File: src/rtl/note_pkg.sv
// Shared constants for the twelve-voice square-wave note synthesiser.
// The half-period table is in 50 MHz clock cycles for octave 4.
package note_pkg;

  localparam int unsigned NUM_NOTES = 12;
  localparam int unsigned SAMPLE_W  = 24;
  localparam int unsigned CNT_W     = 17;
  localparam int unsigned MIX_W     = 28;
  localparam int unsigned VOICE_W   = 4;

  localparam int unsigned NOTE_C  = 0;
  localparam int unsigned NOTE_CS = 1;
  localparam int unsigned NOTE_D  = 2;
  localparam int unsigned NOTE_DS = 3;
  localparam int unsigned NOTE_E  = 4;
  localparam int unsigned NOTE_F  = 5;
  localparam int unsigned NOTE_FS = 6;
  localparam int unsigned NOTE_G  = 7;
  localparam int unsigned NOTE_GS = 8;
  localparam int unsigned NOTE_A  = 9;
  localparam int unsigned NOTE_AS = 10;
  localparam int unsigned NOTE_B  = 11;

  typedef logic [CNT_W-1:0] half_t;

  localparam half_t HALF [NUM_NOTES] = '{
    17'd95556, 17'd90193, 17'd85131, 17'd80353, 17'd75843, 17'd71586,
    17'd67568, 17'd63776, 17'd60196, 17'd56818, 17'd53629, 17'd50619
  };

  // Output handshake start-up: sample_valid rises on the third edge after reset.
  typedef enum logic [1:0] {
    ST_WAIT0,
    ST_WAIT1,
    ST_WAIT2,
    ST_RUN
  } start_e;

  localparam logic signed [MIX_W-1:0] MIX_MAX = MIX_W'((2 ** (SAMPLE_W - 1)) - 1);
  localparam logic signed [MIX_W-1:0] MIX_MIN = MIX_W'(-(2 ** (SAMPLE_W - 1)));

  function automatic logic signed [SAMPLE_W-1:0] sat_sample(input logic signed [MIX_W-1:0] x);
    if (x > MIX_MAX) begin
      return {1'b0, {(SAMPLE_W - 1){1'b1}}};
    end else if (x < MIX_MIN) begin
      return {1'b1, {(SAMPLE_W - 1){1'b0}}};
    end else begin
      return x[SAMPLE_W-1:0];
    end
  endfunction

endpackage

File: src/rtl/note_voice.sv
// One square-wave voice: half-period counter plus output level.
// Releasing the note parks the voice at phase 0, positive half.
module note_voice
  import note_pkg::*;
#(
  parameter half_t HALF_CNT = 17'd56818
) (
  input  logic clk,
  input  logic rst_n,
  input  logic held,
  output logic level
);

  localparam half_t LAST = HALF_CNT - half_t'(1);

  logic [CNT_W-1:0] cnt_q, cnt_d;
  logic             level_q, level_d;

  // Release is tested first so it overrides a wrap on the same edge.
  always_comb begin
    cnt_d   = cnt_q;
    level_d = level_q;
    if (!held) begin
      cnt_d   = '0;
      level_d = 1'b1;
    end else if (cnt_q == LAST) begin
      cnt_d   = '0;
      level_d = ~level_q;
    end else begin
      cnt_d = cnt_q + half_t'(1);
    end
  end

  always_ff @(posedge clk or negedge rst_n) begin
    if (!rst_n) begin
      cnt_q   <= '0;
      level_q <= 1'b1;
    end else begin
      cnt_q   <= cnt_d;
      level_q <= level_d;
    end
  end

  assign level = level_q;

endmodule

File: src/rtl/note_synth.sv
// Twelve-voice note synthesiser: synchronised note inputs, per-note square
// voices, registered saturating mixer and a ready/valid sample output.
module note_synth
  import note_pkg::*;
#(
  parameter int unsigned CLK_HZ = 50000000,
  parameter int unsigned AMP    = 600000
) (
  input  logic                       CLOCK_50,
  input  logic                       resetn,
  input  logic [NUM_NOTES-1:0]       notes,
  input  logic                       sample_ready,
  output logic                       sample_valid,
  output logic signed [SAMPLE_W-1:0] sample,
  output logic [VOICE_W-1:0]         voices
);

  if (CLK_HZ == 0) begin : g_bad_clk
    $error("note_synth: CLK_HZ must be non-zero");
  end

  localparam logic signed [MIX_W-1:0] AMP_S = MIX_W'(AMP);

  logic [NUM_NOTES-1:0]       sync1_q, sync1_d, sync2_q, sync2_d;
  logic [NUM_NOTES-1:0]       level;
  logic signed [MIX_W-1:0]    mix_q, mix_d;
  logic [VOICE_W-1:0]         voices_q, voices_d;
  logic signed [SAMPLE_W-1:0] sample_q, sample_d;
  start_e                     state_q, state_d;

  for (genvar i = 0; i < NUM_NOTES; i++) begin : g_voice
    note_voice #(
      .HALF_CNT(HALF[i])
    ) u_voice (
      .clk  (CLOCK_50),
      .rst_n(resetn),
      .held (sync2_q[i]),
      .level(level[i])
    );
  end

  always_comb begin
    sync1_d = notes;
    sync2_d = sync1_q;
  end

  always_comb begin
    mix_d    = '0;
    voices_d = '0;
    for (int unsigned i = 0; i < NUM_NOTES; i++) begin
      if (sync2_q[i]) begin
        mix_d    = level[i] ? (mix_d + AMP_S) : (mix_d - AMP_S);
        voices_d = voices_d + VOICE_W'(1);
      end
    end
  end

  always_comb begin
    state_d = state_q;
    case (state_q)
      ST_WAIT0: state_d = ST_WAIT1;
      ST_WAIT1: state_d = ST_WAIT2;
      ST_WAIT2: state_d = ST_RUN;
      ST_RUN:   state_d = ST_RUN;
      default:  state_d = ST_WAIT0;
    endcase
  end

  // Before the first valid, and on every transfer, take the live mix.
  always_comb begin
    sample_d = sample_q;
    if ((state_q != ST_RUN) || sample_ready) begin
      sample_d = sat_sample(mix_q);
    end
  end

  always_ff @(posedge CLOCK_50 or negedge resetn) begin
    if (!resetn) begin
      sync1_q  <= '0;
      sync2_q  <= '0;
      mix_q    <= '0;
      voices_q <= '0;
      sample_q <= '0;
      state_q  <= ST_WAIT0;
    end else begin
      sync1_q  <= sync1_d;
      sync2_q  <= sync2_d;
      mix_q    <= mix_d;
      voices_q <= voices_d;
      sample_q <= sample_d;
      state_q  <= state_d;
    end
  end

  assign sample_valid = (state_q == ST_RUN);
  assign sample       = sample_q;
  assign voices       = voices_q;

endmodule

File: config.mk
export PLATFORM = sky130hd
export DESIGN_NAME = note_synth
export DESIGN_NICKNAME = d
export VERILOG_FILES = /design/src/rtl/note_pkg.sv /design/src/rtl/note_voice.sv /design/src/rtl/note_synth.sv
export SDC_FILE = /design/constraint.sdc
export NUM_CORES = 1
export LEC_CHECK = 0
export ABC_CLOCK_PERIOD_IN_PS = 15000
export BUFFER_PORTS_ARGS = -buffer_cell sky130_fd_sc_hd__buf_2
export CAP_MARGIN = 20
export CORE_UTILIZATION = 40
export CTS_CLUSTER_SIZE = 40
export DETAILED_ROUTE_END_ITERATION = 7
export HOLD_SLACK_MARGIN = 0.03
export SLEW_MARGIN = 15
export SYNTH_ARGS = -nofsm -noshare
export SYNTH_HDL_FRONTEND = slang
export SYNTH_SLANG_ARGS = --single-unit
File: constraint.sdc
create_clock -name CLOCK_50 -period 15 [get_ports CLOCK_50]
set_clock_uncertainty 0.1 [all_clocks]
set_input_delay 0.75 -clock CLOCK_50 [delete_from_list [all_inputs] [get_ports CLOCK_50]]
set_output_delay 0.75 -clock CLOCK_50 [all_outputs]
set_load 0.01 [all_outputs]
### Word level (Yosys, flattened, before mapping)

Cells that the tools add are included.

| word-level totals | value |
|---|---|
| bits in registers | 298 |
| input port bits | 15 |
| output and inout bits | 29 |
| word-level logic and storage cells | 207 |

| cells by class | value |
|---|---|
| $add $sub $neg | 45 |
| magnitude comparators | 2 |
| eq/ne operators | 28 |
| muxes and demuxes | 87 |
| bitwise operators | 12 |
| reduce and logical (&&, ||, !) cells | 3 |

Operator list:

| operator | count |
|---|---|
| $mux W28 | 24 |
| $mux W17 | 24 |
| $add A28 B21 Y28 const B | 11 |
| $sub A28 B21 Y28 const B | 11 |
| $add A17 B1 Y17 const B | 12 |
| $eq A17 B17 Y1 const B | 7 |
| $eq A17 B16 Y1 const B | 5 |
| $mux W24 | 2 |
| $add A4 B1 Y4 const B | 11 |
| $mux W4 | 11 |
| $gt A28 B24 Y1 const B | 1 |
| $lt A28 B24 Y1 const B | 1 |
| $mux W1 | 25 |
| $ne A2 B1 Y1 const B | 12 |
| $not A1 Y1 | 12 |
| $pmux W2 S3 | 1 |
| $eq A2 B2 Y1 const B | 2 |
| $eq A2 B1 Y1 const B | 1 |
| $logic_not A2 Y1 | 1 |
| $ne A2 B2 Y1 const B | 1 |
| $reduce_or A2 Y1 | 1 |
| $logic_or A1 B1 Y1 | 1 |

### Depth between registers and ports, before layout

| depth | value |
|---|---|
| depth in word-level cells | 35 |
| gate-level depth with buffers | 80 |
| mapped depth without buffers | 78 |

### Cells and area by module

From an unflattened synthesis, not the netlist that was laid out.

| unflattened totals | value |
|---|---|
| cell total of the unflattened synthesis | 3032 |
| area total of the unflattened synthesis | 25831.0 µm² |

Modules (own cells, without submodules):

| module | times used | cells an instance | area an instance (µm²) | seq. area each (µm²) |
|---|---|---|---|---|
| note_synth | 1 | 1947 | 14863.0 | 1751.7 |
| note_voice (g_voice[1].u_voice) | 1 | 93 | 940.9 | 451.7 |
| note_voice (g_voice[3].u_voice) | 1 | 91 | 940.9 | 451.7 |
| note_voice (g_voice[10].u_voice) | 1 | 95 | 933.4 | 451.7 |
| note_voice (g_voice[4].u_voice) | 1 | 92 | 928.4 | 451.7 |
| note_voice (g_voice[0].u_voice) | 1 | 91 | 920.9 | 451.7 |
| note_voice (g_voice[8].u_voice) | 1 | 92 | 915.9 | 451.7 |
| note_voice (g_voice[9].u_voice) | 1 | 87 | 910.9 | 451.7 |
| note_voice (g_voice[11].u_voice) | 1 | 89 | 907.1 | 451.7 |
| note_voice (g_voice[2].u_voice) | 1 | 90 | 907.1 | 451.7 |
| note_voice (g_voice[5].u_voice) | 1 | 89 | 894.6 | 451.7 |
| note_voice (g_voice[7].u_voice) | 1 | 88 | 884.6 | 451.7 |
| note_voice (g_voice[6].u_voice) | 1 | 88 | 883.3 | 451.7 |

### Least setup slack after synthesis

No wires, ideal clock.

| timing | value |
|---|---|
| path type | flip-flop to flip-flop |
| start | reg sync2_q[0] |
| end | reg mix_q[27] |
| setup time | 123 ps |
| arrival | 14094 ps |
| required time | 14777 ps |
| path slack | 684 ps |
| cell stages (with the launch flop) | 72 |
| buffers on the path | 0 |
| clock period less this slack | 14316 ps |
| path through | dfrtp_1 > nand2_1 > inv_1 > fa_1 > fa_1 > a21o_1 > ha_1 > or3b_2 > a31oi_1 > ha_1 > o21ai_0 > o21bai_1 > a21oi_1 > xnor2_1 > mux2_2 > ha_1 > a21oi_1 > o21bai_1 > [... 36 more ...] > and3_1 > a21oi_1 > o21ai_0 > o21ai_0 > o21ai_1 > inv_1 > ha_1 > xor2_1 > nand2_1 > o21ai_1 > ha_1 > nand2_1 > o31ai_1 > a21oi_1 > xnor2_1 > nand2_1 > xnor3_1 > xnor2_1 |

| between the ends | value |
|---|---|
| cells in the longest elaborated chain, start to end | 34 |
| elaborated cells on any way between the ends | 45 |
| classes of those cells | add/sub (22); mux (23) |

Ends and longest elaborated chain:

| element | line | RTL |
|---|---|---|
| start: declaration | note_synth.sv:24 | `logic [NUM_NOTES-1:0] sync1_q, sync1_d, sync2_q, sync2_d;` |
| start signal: assignment | note_synth.sv:87 | `sync2_q <= sync2_d;` |
| $mux W28 * | note_synth.sv:51 | `if (sync2_q[i]) begin` |
| $sub A28 B21 Y28 or $add A28 B21 Y28 (tied branches) | note_synth.sv:52 | `mix_d = level[i] ? (mix_d + AMP_S) : (mix_d - AMP_S);` |
| $mux W28 | note_synth.sv:52 |  |
| $mux W28 * | note_synth.sv:51 |  |
| $sub A28 B21 Y28 or $add A28 B21 Y28 (tied branches) | note_synth.sv:52 |  |
| $mux W28 | note_synth.sv:52 |  |
| $mux W28 * | note_synth.sv:51 |  |
| $sub A28 B21 Y28 or $add A28 B21 Y28 (tied branches) | note_synth.sv:52 |  |
| [... 19 more ...] | -- |  |
| $mux W28 * | note_synth.sv:51 |  |
| $sub A28 B21 Y28 or $add A28 B21 Y28 (tied branches) | note_synth.sv:52 |  |
| $mux W28 | note_synth.sv:52 |  |
| $mux W28 * | note_synth.sv:51 |  |
| $sub A28 B21 Y28 or $add A28 B21 Y28 (tied branches) | note_synth.sv:52 |  |
| $mux W28 | note_synth.sv:52 |  |
| $mux W28 * | note_synth.sv:51 |  |
| named net mix_d[27] | note_synth.sv:26 | `logic signed [MIX_W-1:0] mix_q, mix_d;` |
| end signal: assignment | note_synth.sv:88 | `mix_q <= mix_d;` |
| end: declaration | note_synth.sv:26 |  |

Mark *: on every way through the listed nets, which the timed path passes. The rest lies on a longest branch.
A chain may end at the register's enable or synchronous reset.

### Worst setup path after layout

Ends and elaborated chain as after synthesis.

==> impl_metrics.json <==
{
  "synth-edff-count": 0,
  "place.gp.congestion": 0.887,
  "post-place-ws_ps": -312,
  "setup.worst_path.end_class": "flip-flop",
  "cts_buffer_depth": 3,
  "synthesis.nets": 3202,
  "cts_tree": "done",
  "final_common_cell": "nor2_1",
  "grt.overflow.total": 0,
  "synth_flop_cell": "dfrtp_1",
  "drtAntennaViolNets": 0,
  "synth_area_leaders": "dfrtp_1 28%, ha_1 12%, xnor2_1 7.7%",
  "crit_type": "flip-flop to flip-flop",
  "synth.avg_cell_area_um2": 8.39,
  "vias_per_cell": 5.51,
  "synth_seq_cells": 286,
  "area_growth_syn_to_layout_pct": 14.7,
  "p_leak_nw": 12.8,
  "cp_max_fo": 6,
  "critical-path-top-delay-family": "compound AO/OA/AOI/OAI gates",
  "power.density_mw_per_mm2": 191,
  "yosysWarnings": 0,
  "drt_wl_total_um": 61400,
  "cp_slowest_cell": "fa_1",
  "grt_pass1_wl_um": 101000,
  "synth_top_area_cell": "dfrtp_1",
  "timing.final.crit_share": 0.954,
  "arrival_ps": 14640,
  "dr.pass1.iters": 6,
  "utilization": 0.467,
  "synthArstFlopShare": 1.00,
  "placedInstanceArea_mm2": 0.0260,
  "grt.total_usage": 0.192,
  "start_util": 0.407,
  "crit_required_ps": 15340,
  "stdcell_count": 3856,
  "grt_max_degree": 141,
  "hold_violations": 0,
  "drive_gt1_frac": 0.147,
  "fin_ws_ps": 697,
  "drv_cap": 0,
  "hold_ws_ps": 97.0,
  "drt-wirelength-per-cell_um": 15.9,
  "dp_cells": 3747,
  "stdcell_area_mm2": 0.0284,
  "cts_sinks": 286,
  "place_hpwl_um": 45800,
  "rows": 90,
  "die_x_um": 251,
  "yosysSeqAreaShare": 0.290,
  "slew_headroom": 0.400,
  "htree_levels": 2,
  "drt-initial-drc-count": 1443,
  "critical_path.most_common_cell": "ha_1",
  "layout_min_cycle_time_ps": 14300,
  "slowest_delay_ps": 460,
  "worstSetupStartpointType": "flip-flop",
  "clk_latency_ps": 560,
  "mostFrequentLayoutCells": "384 x nor2_1, 273 x dfrtp_1, 232 x nand2_1",
  "grt_pass1_vias": 20500,
  "nNetsFinal": 3304,
  "clk_pin_slew_worst_paths_ps": 70,
  "vias": 21300,
  "status": "finished, final reports clean",
  "syn_inst": 2945,
  "max_freq_mhz": 69.9,
  "worst_pin_slew_ps": 899,
  "synth_area_mm2": 0.0247,
  "peakVddDrop_v": 0.000186,
  "synth_top_area_frac": 0.277,
  "core_mm2": 0.0607,
  "cts-root-buf": "clkbuf_16",
  "yosysUniqueCellTypes": 89,
  "critical_path_buf_inv_count": 9,
  "hold_buffers": 0,
  "numCtsBuffers": 36,
  "io_buffers": 43,
  "hp-class": "primary input to async pin",
  "final-setup-viol-count": 0,
  "antenna_found_initial": 1,
  "drc": 0,
  "pin_count": 44,
  "die_h_um": 251,
  "die-area_mm2": 0.0628,
  "final-max-slew-violation-count": 0
}
-- power by group --
part	total [W]	switching [W]	internal [W]
Combinational	0.00367	0.00199	0.00167
Clock	0.000865	0.000346	0.000519
Sequential	0.000884	0.0000372	0.000846
-- registers in the layout, summed over array words and instances, names as in the netlist --
signal / count
sync2_q: 12
sample: 19
state_q: 2
g_voice.u_voice.cnt_q: 204
sync1_q: 12
mix_q: 21
voices: 4
g_voice.u_voice.level: 12
-- per-stage QoR --
step,power [W],setup TNS (ps)
floorplan,0.00361,0
global placement,0.00424,-227
detailed placement,0.00434,-312
CTS,0.00528,0
global route,0.00589,-277
finish,0.00541,0
-- repair_timing --
action                                  in CTS  in global routing
buffers inserted                             8                 35
resized for setup                           19                154
endpoints found under the setup margin       1                  6
pin swaps                                    6                 55
-- layer usage --
layer / vias to the layer above / wire length (um) / global-route usage
met5: - / 0 / 0
met4: 0 / 1880 / 0.0696
met3: 101 / 2250 / 0.0290
met2: 338 / 27800 / 0.305
met1: 10200 / 29500 / 0.262
li1: 10600 / - / -
-- final timing paths --
path,endpoint,from,slack (ps),cells past startpoint
max in group asynchronous,g_voice[8].u_voice.cnt_q[14]$_DFF_PN0_,resetn,12730,3
min in group CLOCK_50,sync1_q[1]$_DFF_PN0_,notes[1],210,1
worst min-delay path,g_voice[0].u_voice.cnt_q[2]$_DFF_PN0_,resetn,100,1
worst max-delay path,mix_q[27]$_DFF_PN0_,sync2_q[0]$_DFF_PN0_,700,76
worst min register to register,sync2_q[5]$_DFF_PN0_,sync1_q[5]$_DFF_PN0_,250,0
worst max register to register,mix_q[27]$_DFF_PN0_,sync2_q[0]$_DFF_PN0_,700,76
-- cell usage after synthesis (14+ instances only) --
library cell	count
and3_1	62
o31ai_1	23
mux2_2	67
nor2b_1	22
dfrtp_1	274
clkbuf_1	60
a21oi_1	222
o21bai_1	45
nor2_1	387
o21a_1	30
xnor2_1	217
mux2i_1	17
a211oi_1	19
nand2b_1	25
xor2_1	151
o21ai_1	14
nand4_1	43
inv_1	156
a31oi_1	25
nand3_1	123
nand2_1	233
ha_1	228
nor3_1	51
a21o_1	80
nor4_1	15
o21ai_0	120
or3_1	29
fa_1	14
-- kinds of logic (layout without fill, tap and decap cells) --
| family | count (synthesis) | after routing | share of synthesized area |
|---|---|---|---|
| flops | 286 | 286 | 0.290 |
| compound gates | 672 | 672 | 0.174 |
| xor+xnor | 377 | 377 | 0.139 |
| fa+ha+maj | 242 | 242 | 0.127 |
| other cells | 0 | 1 | 0 |
| simple gates | 1044 | 1044 | 0.196 |
| buf+inv | 240 | 368 | 0.0375 |
| mux | 84 | 84 | 0.0374 |
-- final cells by class --
cell class	count	area [um^2]
clock buffers	48	1030
multi-input cells	2419	17400
diodes	1	2.50
well taps	782	978
inverters	160	601
fillers	5770	32300
repair buffers	144	996
clock inverters	16	154
flip-flops and latches	286	7170
No activity file was read; power rests on OpenSTA's default activity.
